===== src/rtl/spi_peripheral_cfg.sv =====
// Configurable SPI target: word width, CPOL/CPHA, bit order, valid/ready TX load
// and RX paths with overrun and frame-abort pulses. Everything runs in clk.
module spi_peripheral_cfg #(
    parameter int          DATA_W      = 8,
    parameter int          CPOL        = 0,
    parameter int          CPHA        = 0,
    parameter int          MSB_FIRST   = 1,
    parameter int          SYNC_STAGES = 2,
    parameter logic [31:0] TX_DEFAULT  = 32'hA5
) (
    input  logic              clk,
    input  logic              rst,
    input  logic              SCLK,
    input  logic              COPI,
    input  logic              CS,
    output logic              CIPO,
    output logic [DATA_W-1:0] rx_data,
    output logic              rx_valid,
    input  logic              rx_ready,
    input  logic [DATA_W-1:0] tx_data,
    input  logic              tx_valid,
    output logic              tx_ready,
    output logic              overrun,
    output logic              frame_abort,
    output logic              busy
);

    localparam logic                IDLE_LVL = (CPOL != 0);
    localparam bit                  PHA1     = (CPHA != 0);
    localparam bit                  MSB      = (MSB_FIRST != 0);
    localparam int                  CNT_W    = $clog2(DATA_W + 1);
    localparam logic [CNT_W-1:0]    LAST_BIT = CNT_W'(DATA_W - 1);
    localparam logic [DATA_W-1:0]   TX_DEF   = TX_DEFAULT[DATA_W-1:0];

    typedef enum logic [1:0] {IDLE, LOAD, XFER} state_t;

    state_t                 state, state_next;
    logic [SYNC_STAGES-1:0] sclk_sync, copi_sync, cs_sync;
    logic                   sclk_s, copi_s, cs_s, sclk_d;
    logic                   lead_q, trail_q;
    logic                   sample_edge, shift_edge;
    logic [CNT_W-1:0]       bit_cnt;
    logic [DATA_W-1:0]      tx_shreg, rx_shreg, rx_next, tx_word;
    logic                   cipo_q;
    logic                   load_tx, word_done, abort;

    function automatic logic head_bit(input logic [DATA_W-1:0] w);
        return MSB ? w[DATA_W-1] : w[0];
    endfunction

    function automatic logic [DATA_W-1:0] advance(input logic [DATA_W-1:0] w);
        return MSB ? {w[DATA_W-2:0], 1'b0} : {1'b0, w[DATA_W-1:1]};
    endfunction

    assign sclk_s = sclk_sync[SYNC_STAGES-1];
    assign copi_s = copi_sync[SYNC_STAGES-1];
    assign cs_s   = cs_sync[SYNC_STAGES-1];

    // Edge pulses are registered so the whole pin-to-rx_valid path is SYNC_STAGES+2.
    always_ff @(posedge clk) begin
        if (!rst) begin
            sclk_sync <= {SYNC_STAGES{IDLE_LVL}};
            copi_sync <= '0;
            cs_sync   <= '1;
            sclk_d    <= IDLE_LVL;
            lead_q    <= 1'b0;
            trail_q   <= 1'b0;
        end else begin
            // NOTE: non-blocking assignments make every flop sample the pre-edge
            // value, which is what turns this chain into a real synchroniser.
            sclk_sync <= {sclk_sync[SYNC_STAGES-2:0], SCLK};
            copi_sync <= {copi_sync[SYNC_STAGES-2:0], COPI};
            cs_sync   <= {cs_sync[SYNC_STAGES-2:0], CS};
            sclk_d    <= sclk_s;
            lead_q    <= (sclk_s != IDLE_LVL) && (sclk_d == IDLE_LVL);
            trail_q   <= (sclk_s == IDLE_LVL) && (sclk_d != IDLE_LVL);
        end
    end

    assign sample_edge = PHA1 ? trail_q : lead_q;
    assign shift_edge  = PHA1 ? lead_q : trail_q;

    assign rx_next  = MSB ? {rx_shreg[DATA_W-2:0], copi_s} : {copi_s, rx_shreg[DATA_W-1:1]};
    assign tx_word  = tx_valid ? tx_data : TX_DEF;
    assign tx_ready = load_tx && tx_valid && rst;
    assign busy     = ~cs_s;
    assign CIPO     = cipo_q;

    always_ff @(posedge clk) begin
        if (!rst) state <= IDLE;
        else      state <= state_next;
    end

    always_comb begin
        // NOTE: every output of this block gets a default first, so no path
        // through the case statement can leave one unassigned and infer a latch.
        state_next = state;
        load_tx    = 1'b0;
        word_done  = 1'b0;
        abort      = 1'b0;
        case (state)
            IDLE: begin
                if (!cs_s) begin
                    load_tx    = 1'b1;
                    state_next = LOAD;
                end
            end
            LOAD: state_next = cs_s ? IDLE : XFER;
            XFER: begin
                if (cs_s) begin
                    state_next = IDLE;
                    abort      = (bit_cnt != '0);
                end else if (sample_edge && bit_cnt == LAST_BIT) begin
                    word_done = 1'b1;
                    load_tx   = 1'b1;
                end
            end
            default: state_next = IDLE;
        endcase
    end

    always_ff @(posedge clk) begin
        if (!rst) begin
            // NOTE: the shift registers are reset along with the control state;
            // they are only a few flops and this keeps post-reset waveforms free of X.
            bit_cnt     <= '0;
            tx_shreg    <= '0;
            rx_shreg    <= '0;
            cipo_q      <= 1'b0;
            rx_data     <= '0;
            rx_valid    <= 1'b0;
            overrun     <= 1'b0;
            frame_abort <= 1'b0;
        end else begin
            overrun     <= 1'b0;
            frame_abort <= 1'b0;
            if (rx_valid && rx_ready) rx_valid <= 1'b0;

            case (state)
                IDLE: begin
                    cipo_q  <= 1'b0;
                    bit_cnt <= '0;
                    if (load_tx) tx_shreg <= tx_word;
                end
                LOAD: begin
                    if (cs_s) begin
                        cipo_q <= 1'b0;
                    end else if (!PHA1) begin
                        cipo_q   <= head_bit(tx_shreg);
                        tx_shreg <= advance(tx_shreg);
                    end
                end
                XFER: begin
                    if (cs_s) begin
                        cipo_q      <= 1'b0;
                        bit_cnt     <= '0;
                        frame_abort <= abort;
                    end else if (sample_edge) begin
                        rx_shreg <= rx_next;
                        if (word_done) begin
                            bit_cnt <= '0;
                            if (!rx_valid || rx_ready) begin
                                rx_data  <= rx_next;
                                rx_valid <= 1'b1;
                            end else begin
                                overrun <= 1'b1;
                            end
                            // Mode with CPHA=0 needs the new first bit on the line
                            // before the next leading edge.
                            if (!PHA1) begin
                                cipo_q   <= head_bit(tx_word);
                                tx_shreg <= advance(tx_word);
                            end else begin
                                tx_shreg <= tx_word;
                            end
                        end else begin
                            bit_cnt <= bit_cnt + 1'b1;
                        end
                    end else if (shift_edge && (PHA1 || bit_cnt != '0)) begin
                        cipo_q   <= head_bit(tx_shreg);
                        tx_shreg <= advance(tx_shreg);
                    end
                end
                default: begin
                    cipo_q  <= 1'b0;
                    bit_cnt <= '0;
                end
            endcase
        end
    end

endmodule


===== config.mk =====
export PLATFORM = sky130hd
export DESIGN_NAME = spi_peripheral_cfg
export DESIGN_NICKNAME = d
export VERILOG_FILES = /design/src/rtl/spi_peripheral_cfg.sv
export SDC_FILE = /design/constraint.sdc
export NUM_CORES = 1
export LEC_CHECK = 0
export ABC_AREA = 1
export BUFFER_PORTS_ARGS = -buffer_cell sky130_fd_sc_hd__buf_4
export CORE_MARGIN = 2
export CORE_UTILIZATION = 60
export CTS_BUF_LIST = sky130_fd_sc_hd__clkbuf_16
export DETAILED_ROUTE_END_ITERATION = 10
export HOLD_SLACK_MARGIN = 0.03
export PLACE_DENSITY = 0.89
export SLEW_MARGIN = 20
export SYNTH_ARGS = -nofsm -noshare
export SYNTH_HDL_FRONTEND = slang
export SYNTH_SLANG_ARGS = --single-unit

===== constraint.sdc =====
create_clock -name clk -period 5.4 [get_ports clk]
set_clock_uncertainty 0.15 [all_clocks]
set_input_delay 1.08 -clock clk [delete_from_list [all_inputs] [get_ports clk]]
set_output_delay 1.08 -clock clk [all_outputs]
set_load 0.1 [all_outputs]

## Word level (Yosys, flattened, before mapping)

Index checks and enable logic that the tools add are counted.

- Equality and inequality tests: 13
- Add/sub/neg operators: 1
- Reduce and logical (&&, ||, !) cells: 20
- Multiplexer cells: 34
- Bitwise operators: 8

Operators by type and width:

| cell | number |
|---|---|
| $mux W8 | 7 |
| $pmux W8 S3 | 1 |
| $mux W1 | 16 |
| $mux W4 | 3 |
| $ne A2 B2 Y1 const B | 5 |
| $ne A3 B3 Y1 const B | 3 |
| $ne A4 B4 Y1 const B | 2 |
| $not A1 Y1 | 8 |
| $pmux W4 S2 | 1 |
| $logic_and A1 B1 Y1 | 7 |
| $mux W2 | 3 |
| $pmux W2 S3 | 1 |
| $reduce_and A2 Y1 | 3 |
| $reduce_and A3 Y1 | 2 |
| $reduce_and A6 Y1 | 1 |
| $reduce_and A5 Y1 | 1 |
| $reduce_or A5 Y1 | 1 |
| $add A4 B1 Y4 const B | 1 |
| $eq A4 B3 Y1 const B | 1 |
| $pmux W1 S2 | 2 |
| $reduce_bool A4 Y1 | 1 |
| $reduce_bool A3 Y1 | 1 |
| $eq A2 B1 Y1 const B | 1 |
| $eq A2 B2 Y1 const B | 1 |
| other kinds (3) | 3 |

- Register bits: 42
- Input bits: 15
- Output and inout bits: 14
- Word-level logic and storage cells: 91

## Longest topological paths before layout

Gate-level depths: netlist (run 1).

- Word-level depth: 9
- Mapped depth: 12
- Mapped depth without buffers: 10

## Worst setup path before layout (run 1)

OpenSTA, ideal clock, no wires.

- Path type: input -> output
- Start point: input tx_valid
- End point: output tx_ready
- Stages on the path: 3
- Path buffers: 1
- Slack: 0.592 ns
- Arrival: 3.578 ns
- Required time: 4.170 ns
- Cells stage by stage: buf_2 -> inv_1 -> a211oi_1

- Word-level cells in the longest chain between the ends: 2

Ends and longest elaborated chain:

| item | line | RTL |
|---|---|---|
| start, declared | 21 | `input logic tx_valid,` |
| $logic_and A1 B1 Y1 (2 in series) | 85 | `assign tx_ready = load_tx && tx_valid && rst;` |
| end, declared | 22 | `output logic tx_ready,` |

Every way passes these cells.

## Worst setup path after layout (run 1)

- Start point: input rst
- End point: output tx_ready

- Word-level cells in the longest chain between the ends: 1

Ends and longest elaborated chain:

| item | line | RTL |
|---|---|---|
| start, declared | 12 | `input logic rst,` |
| $logic_and A1 B1 Y1 | 85 |  |

Every way passes these cells.

==> impl_metrics.py, run 1 <==
metrics = {
    "outcome": {
        "status": "complete, no violations",
    },
    "die": {
        "die_w_um": 61.4,
        "dieArea_sq_mm": 0.00377,
        "start_util_pct": 63.6,
        "die_h_um": 61.4,
        "io_pins": 29,
        "design.core.area_sq_mm": 0.00310,
        "fp-row-count": 20,
    },
    "cells_and_area": {
        "drive_gt1_share_pct": 15.9,
        "utilization_pct": 76.7,
        "final_cell_area_sq_mm": 0.00238,
        "n_antenna_cell": 0,
        "final_cells": 358,
        "areaGrowthSynthToFinish_pct": 20.6,
        "finalNetCount": 333,
    },
    "routing": {
        "wl_per_cell_um": 11.7,
        "postRouteAntennaNets": 0,
        "drt_wl_total_mm": 4.18,
        "first_pass_iters": 4,
        "drc": 0,
        "viasPerCell": 5.13,
        "dr_total_vias": 1837,
        "drt_iter0_drc": 94,
    },
    "cts": {
        "cts_htree_levels": 2,
        "cts_sinks": 42,
        "clockBufferDepth": 2,
        "cts_buffers": 5,
        "clock_latency_ns": 0.28,
        "cts_tree": "yes",
        "postCtsSetupBuffers": 0,
        "clock-root-buffer": "clkbuf_16",
        "ctsHoldBuffers": 0,
        "cts.reportedPaths.clkPinSlew_ns": 0.06,
        "cts_resized": 0,
    },
    "synthesis": {
        "synthFlopType": "dfxtp_1",
        "ys_seq_elements": 42,
        "async_flop_share_pct": 0,
        "yosys.area.top_type": "dfxtp_1",
        "synth_area_sq_mm": 0.00197,
        "yosys_warnings": 0,
        "synth_most_common_cell": "nand2_1",
        "yosysSeqAreaShare_pct": 42.6,
        "post-synth-top-area-fraction_pct": 42.6,
        "netlist_top_cells_area": "dfxtp_1, nand2_1, nor2_1",
        "ys_types": 27,
        "synth_edf_count": 0,
        "avgSynthCellArea_sq_um": 6.88,
        "synth_nets": 307,
        "netlist_instances": 287,
        "synth_common_cells": "nand2_1, nor2_1, dfxtp_1, inv_1, a21oi_1",
    },
    "timing": {
        "worst_slack_ns": 1.90,
        "worst_slew_pin_slew_ns": 0.436,
        "rsz0062_at_grt": "false",
        "fmax_mhz": 286,
        "drv_slew": 0,
        "fin_crit_sh_pct": 64.7,
        "fin_crit_ns": 3.50,
        "tns_ns": 0,
        "slew_headroom_pct": 70.9,
        "finalHoldViolCount": 0,
        "setup_viol": 0,
    },
    "power_and_ir_drop": {
        "p_int_mw": 0.610,
        "ir_drop_v": 0.000242,
        "p_seq_share_pct": 42.2,
        "pwr-share-comb_pct": 8.3,
        "p_sw_mw": 0.164,
        "switching_share_pct": 21.2,
        "powerDensity_mw_per_mm2": 325,
        "p_clk_share_pct": 49.5,
        "p_leak_nw": 1.14,
    },
    "global_route": {
        "grt_pass1_vias": 1676,
        "grt_start_max_net_pins": 26,
        "grt_overflow": 0,
        "antenna_found_initial": 0,
        "grt_usage_pct": 24.6,
        "grt_pass1_wl_mm": 6.91,
    },
    "worst_setup_path": {
        "crit_top_cell": "buf_4",
        "crit_type": "input pin to output port",
        "arrival_ns": 2.27,
        "slowest_delay_ns": 0.35,
        "crit_buf_inv": 3,
        "path_max_fanout": 25,
        "cpMaxStageDelayCell": "buf_4",
        "cp-start-kind": "input pin",
        "endpoint_kind": "output port",
        "path_cells": "buf_4 -> inv_1 -> a211oi_1 -> buf_4",
        "crit_family": "buffers and inverters",
        "cp_data_required_time_ns": 4.17,
    },
    "placed_design": {
        "io_buffers": 28,
        "place_ws_ns": 1.98,
        "dp.cells": 350,
        "dp_hpwl_mm": 2.81,
        "place.gp.congestion": 0.926,
        "dpl_cell_area_sq_mm": 0.00219,
    },
    "min_path": {
        "min_path_type": "register to register",
    },
    "flow_run": {
        "cap_violations": 0,
    },
}
-- stage by stage --
| step | hold slack [ns] | total power [mW] |
|---|---|---|
| 6_report | 0.260 | 0.774 |
| 5_1_grt | 0.284 | 0.799 |
| 4_1_cts | 0.264 | 0.778 |
| 3_5_place_dp | 0.250 | 0.396 |
| 3_3_place_gp | 0.243 | 0.394 |
| 2_1_floorplan | 0.239 | 0.380 |
-- power groups by stage --
stage / logic [mW] / registers [mW] / clock network [mW]
2_1_floorplan: 0.0500 / 0.330 / 0
3_3_place_gp: 0.0618 / 0.332 / 0
3_5_place_dp: 0.0628 / 0.333 / 0
4_1_cts: 0.0643 / 0.326 / 0.387
5_1_grt: 0.0724 / 0.327 / 0.400
6_report: 0.0641 / 0.326 / 0.383
-- layer usage --
metal  part of all wire [%]  track usage [%]  vias up
met5                      0                0        -
met4                    1.5             9.12        0
met3                    5.3             5.46        9
met2                     49             42.6       52
met1                     44             30.1      842
li1                       -                -      934
-- layout by cell type (no fill, tap or decap) --
cell type,n
ha_1,5
clkinv_4,1
nor2_1,55
nand2_1,63
buf_4,28
nor3_1,2
inv_2,1
nand3_1,15
o21ai_2,1
nor4_1,1
nand3_4,1
xor2_1,3
o21ai_1,1
nor2_4,2
nand3_2,1
a211oi_1,1
bufinv_16,2
inv_1,40
o21ai_0,8
dfxtp_1,42
nand2_2,3
o211ai_1,1
nor2_2,2
a21oi_1,27
or2_2,3
clkbuf_16,5
-- layout make-up --
type / count / area (sq um)
clock buffer: 5 / 125
clock inverter: 3 / 68.8
fill: 254 / 722
inverter: 41 / 154
multi-input combinational: 195 / 927
sequential: 42 / 841
tap: 44 / 55.1
timing repair buffer: 28 / 210
-- worst paths after layout --
path / from / to / slack, ns / depth (start not counted)
worst max-delay path: rst / tx_ready / 1.90 / 4
worst min register to register: cs_sync[0] / cs_sync[1] / 0.26 / 1
worst max register to register: state[0] / tx_shreg[5] / 3.34 / 9
worst min-delay path: cs_sync[0] / cs_sync[1] / 0.26 / 1
-- sequential cells by signal, indices dropped and copies added (netlist names) --
name	cells
CIPO	1
copi_sync	2
shift_edge	1
rx_data	8
rx_valid	1
lead_q	1
bit_cnt	4
rx_shreg	7
tx_shreg	8
sclk_sync	2
cs_sync	2
overrun	1
frame_abort	1
state	2
sclk_d	1
-- logic make-up after synthesis --
logic type / count (synthesis) / synth area share, %
AO/OA/AOI/OAI: 39 / 10.3
adder cells (fa/ha/maj): 5 / 3.17
flip-flops: 42 / 42.6
XOR/XNOR: 3 / 1.33
AND/OR/NAND/NOR: 148 / 32.1
buffers and inverters: 50 / 10.5
(Power assumes the default switching activity.)
==> run 2, diff against run 1 <==
- ABC_AREA: 1 -> 0
- CORE_UTILIZATION: 60 -> 55
- PLACE_DENSITY: 0.89 -> 0.84
- clock period: 5.4 -> 3.5 ns (I/O delays scaled with it)
==> run 2 against run 1 <==
  * Setup slack worse by 1.3 ns
  * Critical path depth is 2 higher
  * Area after synthesis is 3.5% lower
  * Synthesized cell count is 25% lower
  * Highest routed layer unchanged
  * Via count is 15% lower
==> impl_metrics.py, run 2 <==
metrics = {
    "synthesis": {
        "synth-compound-area-share_pct": 15.5,
        "yosys_warnings": 0,
        "netlist_top_cells_area": "dfxtp_1, mux2i_1, nand2_1",
        "synth_top_family_by_area": "simple AND/OR/NAND/NOR gates",
        "synthFlopType": "dfxtp_1",
        "ys_types": 33,
        "avgSynthCellArea_sq_um": 8.82,
        "synth_common_cells": "dfxtp_1, nand2_1, nor2_1, mux2i_1",
        "post-synth-top-area-fraction_pct": 44.1,
        "synth_edf_count": 0,
        "yosys.area.top_type": "dfxtp_1",
        "synth-xor-area-share_pct": 1.38,
        "synth_area_sq_mm": 0.00191,
        "async_flop_share_pct": 0,
        "synth-simple-area-share_pct": 24.1,
        "synth_nets": 236,
        "ys_seq_elements": 42,
        "netlist_instances": 216,
        "synthMuxAreaShare_pct": 7.88,
        "yosysSeqAreaShare_pct": 44.1,
        "synthAdderAreaFrac_pct": 3.28,
        "synth_most_common_cell": "dfxtp_1",
    },
    "timing": {
        "fin_crit_ns": 2.85,
        "fin_crit_sh_pct": 81.4,
        "tns_ns": 0,
        "worst_slew_pin_slew_ns": 0.732,
        "setup_viol": 0,
        "rsz0062_at_grt": "false",
        "slew_headroom_pct": 51.1,
        "finalHoldViolCount": 0,
        "worst_slack_ns": 0.652,
        "hold_slack_ns": 0.255,
        "drv_slew": 0,
        "fmax_mhz": 351,
    },
    "placed_design": {
        "place_ws_ns": 0.966,
        "dp_hpwl_mm": 2.58,
        "place.gp.congestion": 0.895,
        "dpl_cell_area_sq_mm": 0.00214,
        "dp.cells": 280,
        "io_buffers": 28,
    },
    "worst_setup_path": {
        "path_max_fanout": 12,
        "path_cells": "inv_1 -> ha_1 -> nand2b_1 -> o21ai_0 -> and3_1 -> buf_4",
        "rr_endpoint": "rx_data[2]",
        "cpMaxStageDelayCell": "ha_1",
        "r2r_cells": 6,
        "crit_type": "register to output port",
        "endpoint_kind": "output port",
        "slowest_delay_ns": 0.38,
        "cp_data_required_time_ns": 2.65,
        "arrival_ns": 2.00,
        "cp-start-kind": "register",
        "reg2reg_slack_ns": 1.33,
        "timing.rr.start": "state[0]",
    },
    "cells_and_area": {
        "final_cell_area_sq_mm": 0.00230,
        "finalNetCount": 261,
        "areaGrowthSynthToFinish_pct": 20.8,
        "final_common_cell": "dfxtp_1",
        "drive_gt1_share_pct": 17.4,
        "n_antenna_cell": 0,
        "largestRegisters": "rx_data: 8 flops, tx_shreg: 8 flops, rx_shreg: 7 flops",
        "mostFrequentLayoutCells": "dfxtp_1, buf_4, nand2_1",
        "final_cells": 288,
        "utilization_pct": 69.0,
    },
    "global_route": {
        "grt_pass1_vias": 1421,
        "grt_start_max_net_pins": 25,
        "grt_usage_pct": 21.0,
        "grt_pass1_wl_mm": 6.59,
        "antenna_found_initial": 0,
        "grt_overflow": 0,
    },
    "cts": {
        "postCtsSetupBuffers": 0,
        "cts_htree_levels": 2,
        "cts_tree": "yes",
        "ctsHoldBuffers": 0,
        "clockBufferDepth": 2,
        "cts_buffers": 5,
        "clock-root-buffer": "clkbuf_16",
        "cts_resized": 0,
        "clock_latency_ns": 0.28,
        "cts_sinks": 42,
        "cts.reportedPaths.clkPinSlew_ns": 0.06,
    },
    "flow_run": {
        "cap_violations": 0,
    },
    "die": {
        "dieArea_sq_mm": 0.00395,
        "die_w_um": 62.9,
        "die_h_um": 62.9,
        "io_pins": 29,
        "design.core.area_sq_mm": 0.00334,
        "fp-row-count": 21,
        "start_util_pct": 57.1,
    },
    "power_and_ir_drop": {
        "powerDensity_mw_per_mm2": 476,
        "total_power_mw": 1.09,
        "ir_drop_v": 0.000363,
        "p_leak_nw": 0.900,
    },
    "min_path": {
        "hold_end": "cs_sync[1]",
        "min_path_type": "register to register",
        "hold_start": "cs_sync[0]",
        "hold_depth": 1,
    },
    "routing": {
        "drt_wl_total_mm": 3.74,
        "postRouteAntennaNets": 0,
        "first_pass_iters": 4,
        "drc": 0,
        "viasPerCell": 5.41,
        "wl_per_cell_um": 13.0,
        "dr_total_vias": 1559,
        "drt_iter0_drc": 98,
    },
    "outcome": {
        "status": "complete, no violations",
    },
}
-- run 2: cell types whose count changed in the layout (fill, tap and decap cells not counted), sizes merged, moves of 5 or more --
cell    change
mux2i      +15
nor2b       +6
a21boi      +6
nor3b       +5
nor2       -40
nand2b      +9
and2        +5
nand3       -6
inv        -33
nand2      -40
a21oi      -16
-- run 2: cell families after synthesis --
group,count (synthesis)
and+or+nand+nor,89
AOI/OAI and AO/OA,44
DFF,42
buffers and inverters,18
muxes,15
adders and majority gates,5
xor gates and xnor gates,3
-- run 2: critical path: cells and delay by family, from the launching register on --
family	cells	cell delay, ns
flip-flops	1	0.32
AO/OA/AOI/OAI	1	0.24
buffers and inverters	2	0.36
AND/OR/NAND/NOR	2	0.40
adder cells (fa/ha/maj)	1	0.38
-- run 2: worst max path at each step --
stage                from        to  slack [ns]  depth (start not counted)
2_1_floorplan  cs_sync[1]  tx_ready        0.57                          5
3_3_place_gp     state[0]  tx_ready        1.04                          6
3_5_place_dp     state[0]  tx_ready        0.97                          6
4_1_cts          state[0]  tx_ready        0.64                          6
5_1_grt          state[0]  tx_ready        0.54                          6
6_report         state[0]  tx_ready        0.65                          6
-- run 2: layout make-up --
class                           instances  area, sq um
Clock inverter                          3         41.3
Sequential cell                        42          841
Inverter                                7         26.3
Tap cell                               46         57.6
Timing Repair Buffer                   29          218
Clock buffer                            5          125
Multi-Input combinational cell        156          993
Fill cell                             273         1030
-- run 2: where the power goes --
part / total, mW / switching [mW] / internal, mW / leakage (nW)
logic: 0.0804 / 0.0439 / 0.0366 / 0.478
clock network: 0.516 / 0.183 / 0.333 / 0.0812
registers: 0.498 / 0.00747 / 0.490 / 0.341
-- run 2: metal layers --
metal  routed length [um]  share of wire, %  global-route usage, %  vias to the layer above
met1                 1760                47                   28.8                      700
met4                   72               1.9                   9.44                        0
met3                  218               5.8                   4.50                        7
met5                    0                 0                      0                        -
met2                 1690                45                   31.8                       57
li1                     -                 -                      -                      795
